<file path="src/rtl/dmem_access_ctrl_if.sv">
// Data-memory bus between the MEM-stage access sequencer and the data memory.
//
// Handshake: the master raises mem_enable_o with mem_write_o/mem_addr_o/mem_data_o
// stable and holds all four unchanged until it samples mem_ack_i high on a rising
// edge; the slave pulses mem_ack_i (with mem_data_i valid for reads) in any cycle
// after enable is seen. The master drops mem_enable_o the cycle after the ack is
// sampled, or after it gives up waiting. An ack while enable is low is ignored.
interface dmem_access_ctrl_if #(
  parameter int ADDR_W = 32,
  parameter int DATA_W = 32
);
  logic              mem_enable_o;
  logic              mem_write_o;
  logic [ADDR_W-1:0] mem_addr_o;
  logic [DATA_W-1:0] mem_data_o;
  logic [DATA_W-1:0] mem_data_i;
  logic              mem_ack_i;

  modport master (
    output mem_enable_o, mem_write_o, mem_addr_o, mem_data_o,
    input  mem_data_i, mem_ack_i
  );

  modport slave (
    input  mem_enable_o, mem_write_o, mem_addr_o, mem_data_o,
    output mem_data_i, mem_ack_i
  );
endinterface

</file>
<file path="src/rtl/dmem_access_ctrl.sv">
// MEM-stage sequencer: turns single-cycle MemRead/MemWrite into an enable/ack
// transaction with a variable-latency data memory, stalls the pipeline while the
// access is outstanding, returns registered load data and aborts on timeout.
module dmem_access_ctrl #(
  parameter int ADDR_W  = 32,
  parameter int DATA_W  = 32,
  parameter int TIMEOUT = 255
) (
  input  logic              clk_i,
  input  logic              rst_i,
  input  logic              MemRead_i,
  input  logic              MemWrite_i,
  input  logic [ADDR_W-1:0] addr_i,
  input  logic [DATA_W-1:0] wdata_i,
  output logic              stall_o,
  output logic [DATA_W-1:0] rdata_o,
  output logic              rdata_valid_o,
  output logic              err_o,
  output logic [1:0]        state_dbg_o,
  dmem_access_ctrl_if.master mem
);

  localparam int CNT_W = $clog2(TIMEOUT + 1);
  localparam logic [CNT_W-1:0] CNT_LIMIT = CNT_W'(TIMEOUT - 1);

  typedef enum logic [1:0] {
    S_IDLE   = 2'd0,
    S_ACCESS = 2'd1,
    S_DONE   = 2'd2
  } state_t;

  state_t            state_q, state_d;
  logic [CNT_W-1:0]  cnt_q, cnt_d;
  logic              enable_q, enable_d;
  logic              write_q, write_d;
  logic [ADDR_W-1:0] addr_q, addr_d;
  logic [DATA_W-1:0] wdata_q, wdata_d;
  logic [DATA_W-1:0] rdata_q, rdata_d;
  logic              rvalid_q, rvalid_d;
  logic              err_q, err_d;
  logic              req;

  // A store wins over a load when both are asserted, so only MemWrite_i picks the op.
  assign req = MemRead_i | MemWrite_i;

  // Next-state and datapath: latch the request in IDLE, wait for ack or timeout in ACCESS.
  always_comb begin
    state_d  = state_q;
    cnt_d    = cnt_q;
    enable_d = 1'b0;
    write_d  = write_q;
    addr_d   = addr_q;
    wdata_d  = wdata_q;
    rdata_d  = rdata_q;
    rvalid_d = 1'b0;
    err_d    = 1'b0;
    case (state_q)
      S_IDLE: begin
        if (req) begin
          addr_d   = addr_i;
          wdata_d  = wdata_i;
          write_d  = MemWrite_i;
          cnt_d    = '0;
          enable_d = 1'b1;
          state_d  = S_ACCESS;
        end
      end
      S_ACCESS: begin
        if (mem.mem_ack_i) begin
          // An ack on the last allowed cycle still completes normally.
          if (!write_q) rdata_d = mem.mem_data_i;
          rvalid_d = 1'b1;
          state_d  = S_DONE;
        end else if (cnt_q >= CNT_LIMIT) begin
          rdata_d = '0;
          err_d   = 1'b1;
          state_d = S_DONE;
        end else begin
          cnt_d    = cnt_q + CNT_W'(1);
          enable_d = 1'b1;
        end
      end
      S_DONE: begin
        // The completing instruction is still in EX/MEM here; never retrigger.
        state_d = S_IDLE;
      end
      default: begin
        state_d = S_IDLE;
      end
    endcase
  end

  // State and output registers with synchronous reset.
  always_ff @(posedge clk_i) begin
    if (rst_i) begin
      state_q  <= S_IDLE;
      cnt_q    <= '0;
      enable_q <= 1'b0;
      write_q  <= 1'b0;
      addr_q   <= '0;
      wdata_q  <= '0;
      rdata_q  <= '0;
      rvalid_q <= 1'b0;
      err_q    <= 1'b0;
    end else begin
      state_q  <= state_d;
      cnt_q    <= cnt_d;
      enable_q <= enable_d;
      write_q  <= write_d;
      addr_q   <= addr_d;
      wdata_q  <= wdata_d;
      rdata_q  <= rdata_d;
      rvalid_q <= rvalid_d;
      err_q    <= err_d;
    end
  end

  // Stall covers the request cycle and all of ACCESS, releasing in DONE so the
  // pipeline advances at the end of DONE; held low while reset is asserted.
  always_comb begin
    stall_o = 1'b0;
    if (!rst_i) begin
      stall_o = (state_q == S_ACCESS) || ((state_q == S_IDLE) && req);
    end
  end

  assign rdata_o          = rdata_q;
  assign rdata_valid_o    = rvalid_q;
  assign err_o            = err_q;
  assign state_dbg_o      = state_q;
  assign mem.mem_enable_o = enable_q;
  assign mem.mem_write_o  = write_q;
  assign mem.mem_addr_o   = addr_q;
  assign mem.mem_data_o   = wdata_q;

endmodule

</file>
<file path="src/flat_wrapper.sv">
// flat-port wrapper written by rule: the top's interface ports become plain ports
module dmem_access_ctrl_flat 
#(
  parameter int ADDR_W  = 32,
  parameter int DATA_W  = 32,
  parameter int TIMEOUT = 255
)
  (clk_i, rst_i, MemRead_i, MemWrite_i, addr_i, wdata_i, stall_o, rdata_o, rdata_valid_o, err_o, state_dbg_o, mem_mem_enable_o, mem_mem_write_o, mem_mem_addr_o, mem_mem_data_o, mem_mem_data_i, mem_mem_ack_i);
  dmem_access_ctrl_if #(.ADDR_W(ADDR_W), .DATA_W(DATA_W)) mem_i ();
  input  logic clk_i;
  input  logic rst_i;
  input  logic MemRead_i;
  input  logic MemWrite_i;
  input  logic [ADDR_W-1:0] addr_i;
  input  logic [DATA_W-1:0] wdata_i;
  output logic stall_o;
  output logic [DATA_W-1:0] rdata_o;
  output logic rdata_valid_o;
  output logic err_o;
  output logic [1:0] state_dbg_o;
  output wire logic [$bits(mem_i.mem_enable_o)-1:0] mem_mem_enable_o;
  output wire logic [$bits(mem_i.mem_write_o)-1:0] mem_mem_write_o;
  output wire logic [$bits(mem_i.mem_addr_o)-1:0] mem_mem_addr_o;
  output wire logic [$bits(mem_i.mem_data_o)-1:0] mem_mem_data_o;
  input wire logic [$bits(mem_i.mem_data_i)-1:0] mem_mem_data_i;
  input wire logic [$bits(mem_i.mem_ack_i)-1:0] mem_mem_ack_i;
  assign mem_mem_enable_o = mem_i.mem_enable_o;
  assign mem_mem_write_o = mem_i.mem_write_o;
  assign mem_mem_addr_o = mem_i.mem_addr_o;
  assign mem_mem_data_o = mem_i.mem_data_o;
  assign mem_i.mem_data_i = mem_mem_data_i;
  assign mem_i.mem_ack_i = mem_mem_ack_i;
  dmem_access_ctrl #(.ADDR_W(ADDR_W), .DATA_W(DATA_W), .TIMEOUT(TIMEOUT)) u_core (.clk_i(clk_i), .rst_i(rst_i), .MemRead_i(MemRead_i), .MemWrite_i(MemWrite_i), .addr_i(addr_i), .wdata_i(wdata_i), .stall_o(stall_o), .rdata_o(rdata_o), .rdata_valid_o(rdata_valid_o), .err_o(err_o), .state_dbg_o(state_dbg_o), .mem(mem_i));
endmodule
</file>
<file path="config.mk">
export PLATFORM = sky130hd
export DESIGN_NAME = dmem_access_ctrl_flat
export DESIGN_NICKNAME = d
export VERILOG_FILES = /design/src/rtl/dmem_access_ctrl_if.sv /design/src/rtl/dmem_access_ctrl.sv /design/src/flat_wrapper.sv
export SDC_FILE = /design/constraint.sdc
export NUM_CORES = 1
export LEC_CHECK = 0
export ABC_AREA = 0
export CAP_MARGIN = 10
export CORE_MARGIN = 2
export CORE_UTILIZATION = 32
export CTS_BUF_LIST = sky130_fd_sc_hd__clkbuf_16
export DETAILED_ROUTE_END_ITERATION = 10
export DONT_BUFFER_PORTS = 1
export PLACE_DENSITY_LB_ADDON = 0.3
export SLEW_MARGIN = 20
export SYNTH_ARGS = -nofsm -noshare
export SYNTH_HDL_FRONTEND = slang
export SYNTH_SLANG_ARGS = --single-unit
</file>
<file path="constraint.sdc">
create_clock -name clk_i -period 2 [get_ports clk_i]
set_input_delay 0.2 -clock clk_i [delete_from_list [all_inputs] [get_ports clk_i]]
set_output_delay 0.2 -clock clk_i [all_outputs]
set_load 0.03 [all_outputs]
</file>
==> summary.md <==
| Metric | Value |
|---|---|
| Status | `finished, violations left` |
| Failing checks | `hold timing` |
| # setup viols final | `0` |
| Worst hold margin | `-74.4 ps` |
| Die Y | `120 um` |
| Fmax | `approximately 550 MHz` |
| Tmin final | `1820 ps` |
| Register area | `2200 um^2` |
| Post-Place Cells | `roughly 650` |
| Starting Density | `0.327` |
| Gr ovfl total | `0` |
| Async set-reset flop share out of synthesis | `0` |
| M2 GR Usage | `0.249` |
| Initial antenna violation count | `0` |
| Leakage | `1.68 nW` |
| Crit Path Class | `register to register` |
| Total number of vias | `3547` |
| Clk_lat worst skew | `340 ps` |
| Top FF cell, synth | `dfxtp_1` |
| Launch point of the worst reg-to-reg path | `u_core.cnt_q[0]` |
| Power density over cell area | `1080 nW/um^2` |
| Layer with the highest usage | `met2` |
| CTS root buffer | `clkbuf_16` |
| Max-cap viol count | `0` |
| Synth-to-Final Area Change | `13.3%` |
| Routed vias/inst | `about 5.3` |
| Final wirelength | `10.2 mm` |
| Footprint of the multi-input gates | `1900 um^2` |
| Crit start category | `register` |
| Syn_area_per_cell | `8.53 um^2` |
| Layout cell share with drive strength beyond 1 | `0.131` |
| Bufs on Longest Clock Path | `2` |
| CP endpoint kind | `register` |
| Mapped cell area | `around 4300 um^2` |
| Final period utilization | `0.911` |
| Synth top area cells | `dfxtp_1, a21oi_1, nand2_1, nand3_2, a22oi_1` |
| Final HPWL DP | `around 6.9 mm` |
| Filler Cell Count | `1357` |
| Hold WC Path Type | `input pin to register` |
| All-layer global routing usage | `0.137` |
| GPL Wtd Cong | `roughly 0.75` |
| Worst EP arrival | `2060 ps` |
| Syn_nets | `608` |
| Area of the die | `14400 um^2` |
| Count of different cell masters after synthesis | `34` |
| Final hold vios | `61` |
| Synth top area share | `0.511` |
| Detailed Routing Iterations Pass 1 | `5` |
| Die X | `around 120 um` |
| Largest net degree at the start of global routing | `around 110` |
| Port Buffers | `0` |
| Cell Count, Final, Fillers Out | `674` |
| WP data required | `2230 ps` |
| CTS tree | `built` |
| Vias in the first global route | `between 3000 and 4000` |
| # IOs | `204` |
| Core area | `around 13000 um^2` |
| Setup bufs post-CTS | `0` |
| CTS clock-pin slew for the worst setup and hold paths | `around 70 ps` |
| Unrepaired setup endpoints after global routing | `no` |
| First-pass GRT wire length | `about 16 mm` |
| Post-synth EDFFs | `0` |
| Worst-path fanout max | `6` |
| CP max stage delay | `580 ps` |
| Synth area leader | `dfxtp_1` |
| Routed WL per cell | `15.1 um` |
| Drt initial violations | `110` |
| Clock sink total | `110` |
| Rows | `42` |
| Min-Delay Startpoint | `rst_i` |
| Synthesized flop and latch total | `110` |
| Actual slew at the worst max-slew pin | `520 ps` |
| VDD IR-drop max | `0.000529 V` |
| Skew final | `between 10 and 15 ps` |
| H-tree levels | `3` |
| TNS Setup | `0 ps` |
| Synth Warn # | `0` |
| Met1 usage | `0.143` |
| Crit. Startpoint | `u_core.cnt_q[0]` |
| Hold buffer count at CTS | `7` |
| N_diodes | `0` |
| CTS buffer count | `9` |
| Post-synthesis sequential area ratio | `0.511` |
| Nets | `597` |
| Slowest CP cell | `dlygate4sd3_1` |
| CP dominant cell by count | `nor2_1` |
| Final ANT Viol Nets | `0` |
| Met3 Use GR | `0.0409` |
| Slew Viols, Final | `0` |
| Syn Inst Count | `505` |
| CP cell instances | `inv_1 > ha_1 > o2111ai_2 > nor2_1 > nor2_1 > nor3_1 > dlygate4sd3_1` |
| DRC errors left | `0` |
| Normalized max-slew margin | `0.653` |
==> metal layers <==
metal	vias to the layer above	part of all wire
met5	-	0
li1	1711	-
met2	142	0.50
met4	0	0.020
met1	1679	0.40
met3	15	0.084
==> critical path, delay by kind of cell, from the launching register on <==
kind | cells | cell delay [ps]
compound gates | 1 | 270
fa+ha+maj | 1 | 200
buf+inv | 2 | 660
flops | 1 | 380
simple gates | 3 | 210
==> timing repair <==
| item | 4_1_cts | 5_1_grt |
|---|---|---|
| endpoints found under the setup margin | 0 | 1 |
| resized for setup | 0 | 1 |
| hold endpoints to repair | 110 | 103 |
==> registers in the layout (all words and copies together) (netlist names) <==
| signal | flops |
|---|---|
| u_core.mem.mem_addr_o | 32 |
| u_core.mem.mem_data_o | 32 |
| u_core.rdata_o | 32 |
| u_core.cnt_q | 8 |
| u_core.state_dbg_o | 2 |
| u_core.err_o | 1 |
| u_core.mem.mem_enable_o | 1 |
| u_core.mem.mem_write_o | 1 |
| u_core.rdata_valid_o | 1 |
==> kinds of logic after synthesis <==
group / Yosys count / share of synthesized area
compound gates: 150 / 0.202
flops: 110 / 0.511
buf+inv: 47 / 0.0505
fa+ha+maj: 2 / 0.00581
simple gates: 196 / 0.231
==> layout make-up <==
type / instances / share of cell area
clock inverter: 6 / 0.0210
inverter: 4 / 0.00307
tap: 176 / 0.0451
clock buffer: 9 / 0.0461
multi-input combinational: 348 / 0.390
sequential: 110 / 0.451
timing repair buffer: 21 / 0.0436
==> placed cells by master (no fill, tap or decap), types with 2 or more instances in the layout <==
master / netlist / final
or4_1: 2 / 2
buf_4: 0 / 11
clkbuf_16: 0 / 9
buf_12: 0 / 3
or3_1: 4 / 4
bufinv_16: 0 / 3
dfxtp_1: 110 / 109
a21oi_1: 104 / 104
ha_1: 2 / 2
o211ai_1: 2 / 2
inv_1: 4 / 5
a22oi_1: 33 / 33
nand2b_1: 3 / 2
nand2_1: 132 / 132
dlygate4sd3_1: 0 / 7
nand3_2: 30 / 30
nor2_1: 4 / 4
a31oi_1: 3 / 3
nand3_1: 13 / 13
==> synth_stat cells, types with 3 or more instances <==
cell type	count
a22oi_1	33
a21oi_1	104
inv_1	4
buf_2	15
nand3_1	13
nand3_2	30
nand2b_1	3
or3_1	4
dfxtp_1	110
buf_1	5
a31oi_1	3
nor2_1	4
buf_6	3
clkbuf_1	20
nand2_1	132
==> final timing paths <==
path	cells after the start	slack, ps	end
max	7	180	u_core.state_dbg_o[1]
min	1	-70	u_core.cnt_q[0]
max reg2reg	7	180	u_core.state_dbg_o[1]
min reg2reg	2	470	u_core.cnt_q[4]
==> per-stage QoR <==
step	area (um^2)	power [mW]	hold slack, ps	worst slack (ps)	utilization
global route	4880	5.50	-92.9	85.9	0.370
global placement	4480	3.32	277	241	0.340
CTS	4880	5.35	-93.7	124	0.370
finish	4880	5.26	-74.4	178	0.370
detailed placement	4480	3.35	279	140	0.340
floorplan	4310	3.23	336	255	-
==> report_power, final <==
part | switching, mW | leakage (nW) | internal [mW]
Clock | 0.756 | 0.164 | 1.21
Sequential | 0.438 | 0.903 | 2.35
Combinational | 0.313 | 0.618 | 0.196
Total | 1.51 | 1.68 | 3.76
No activity file was read; power rests on OpenSTA's default activity.
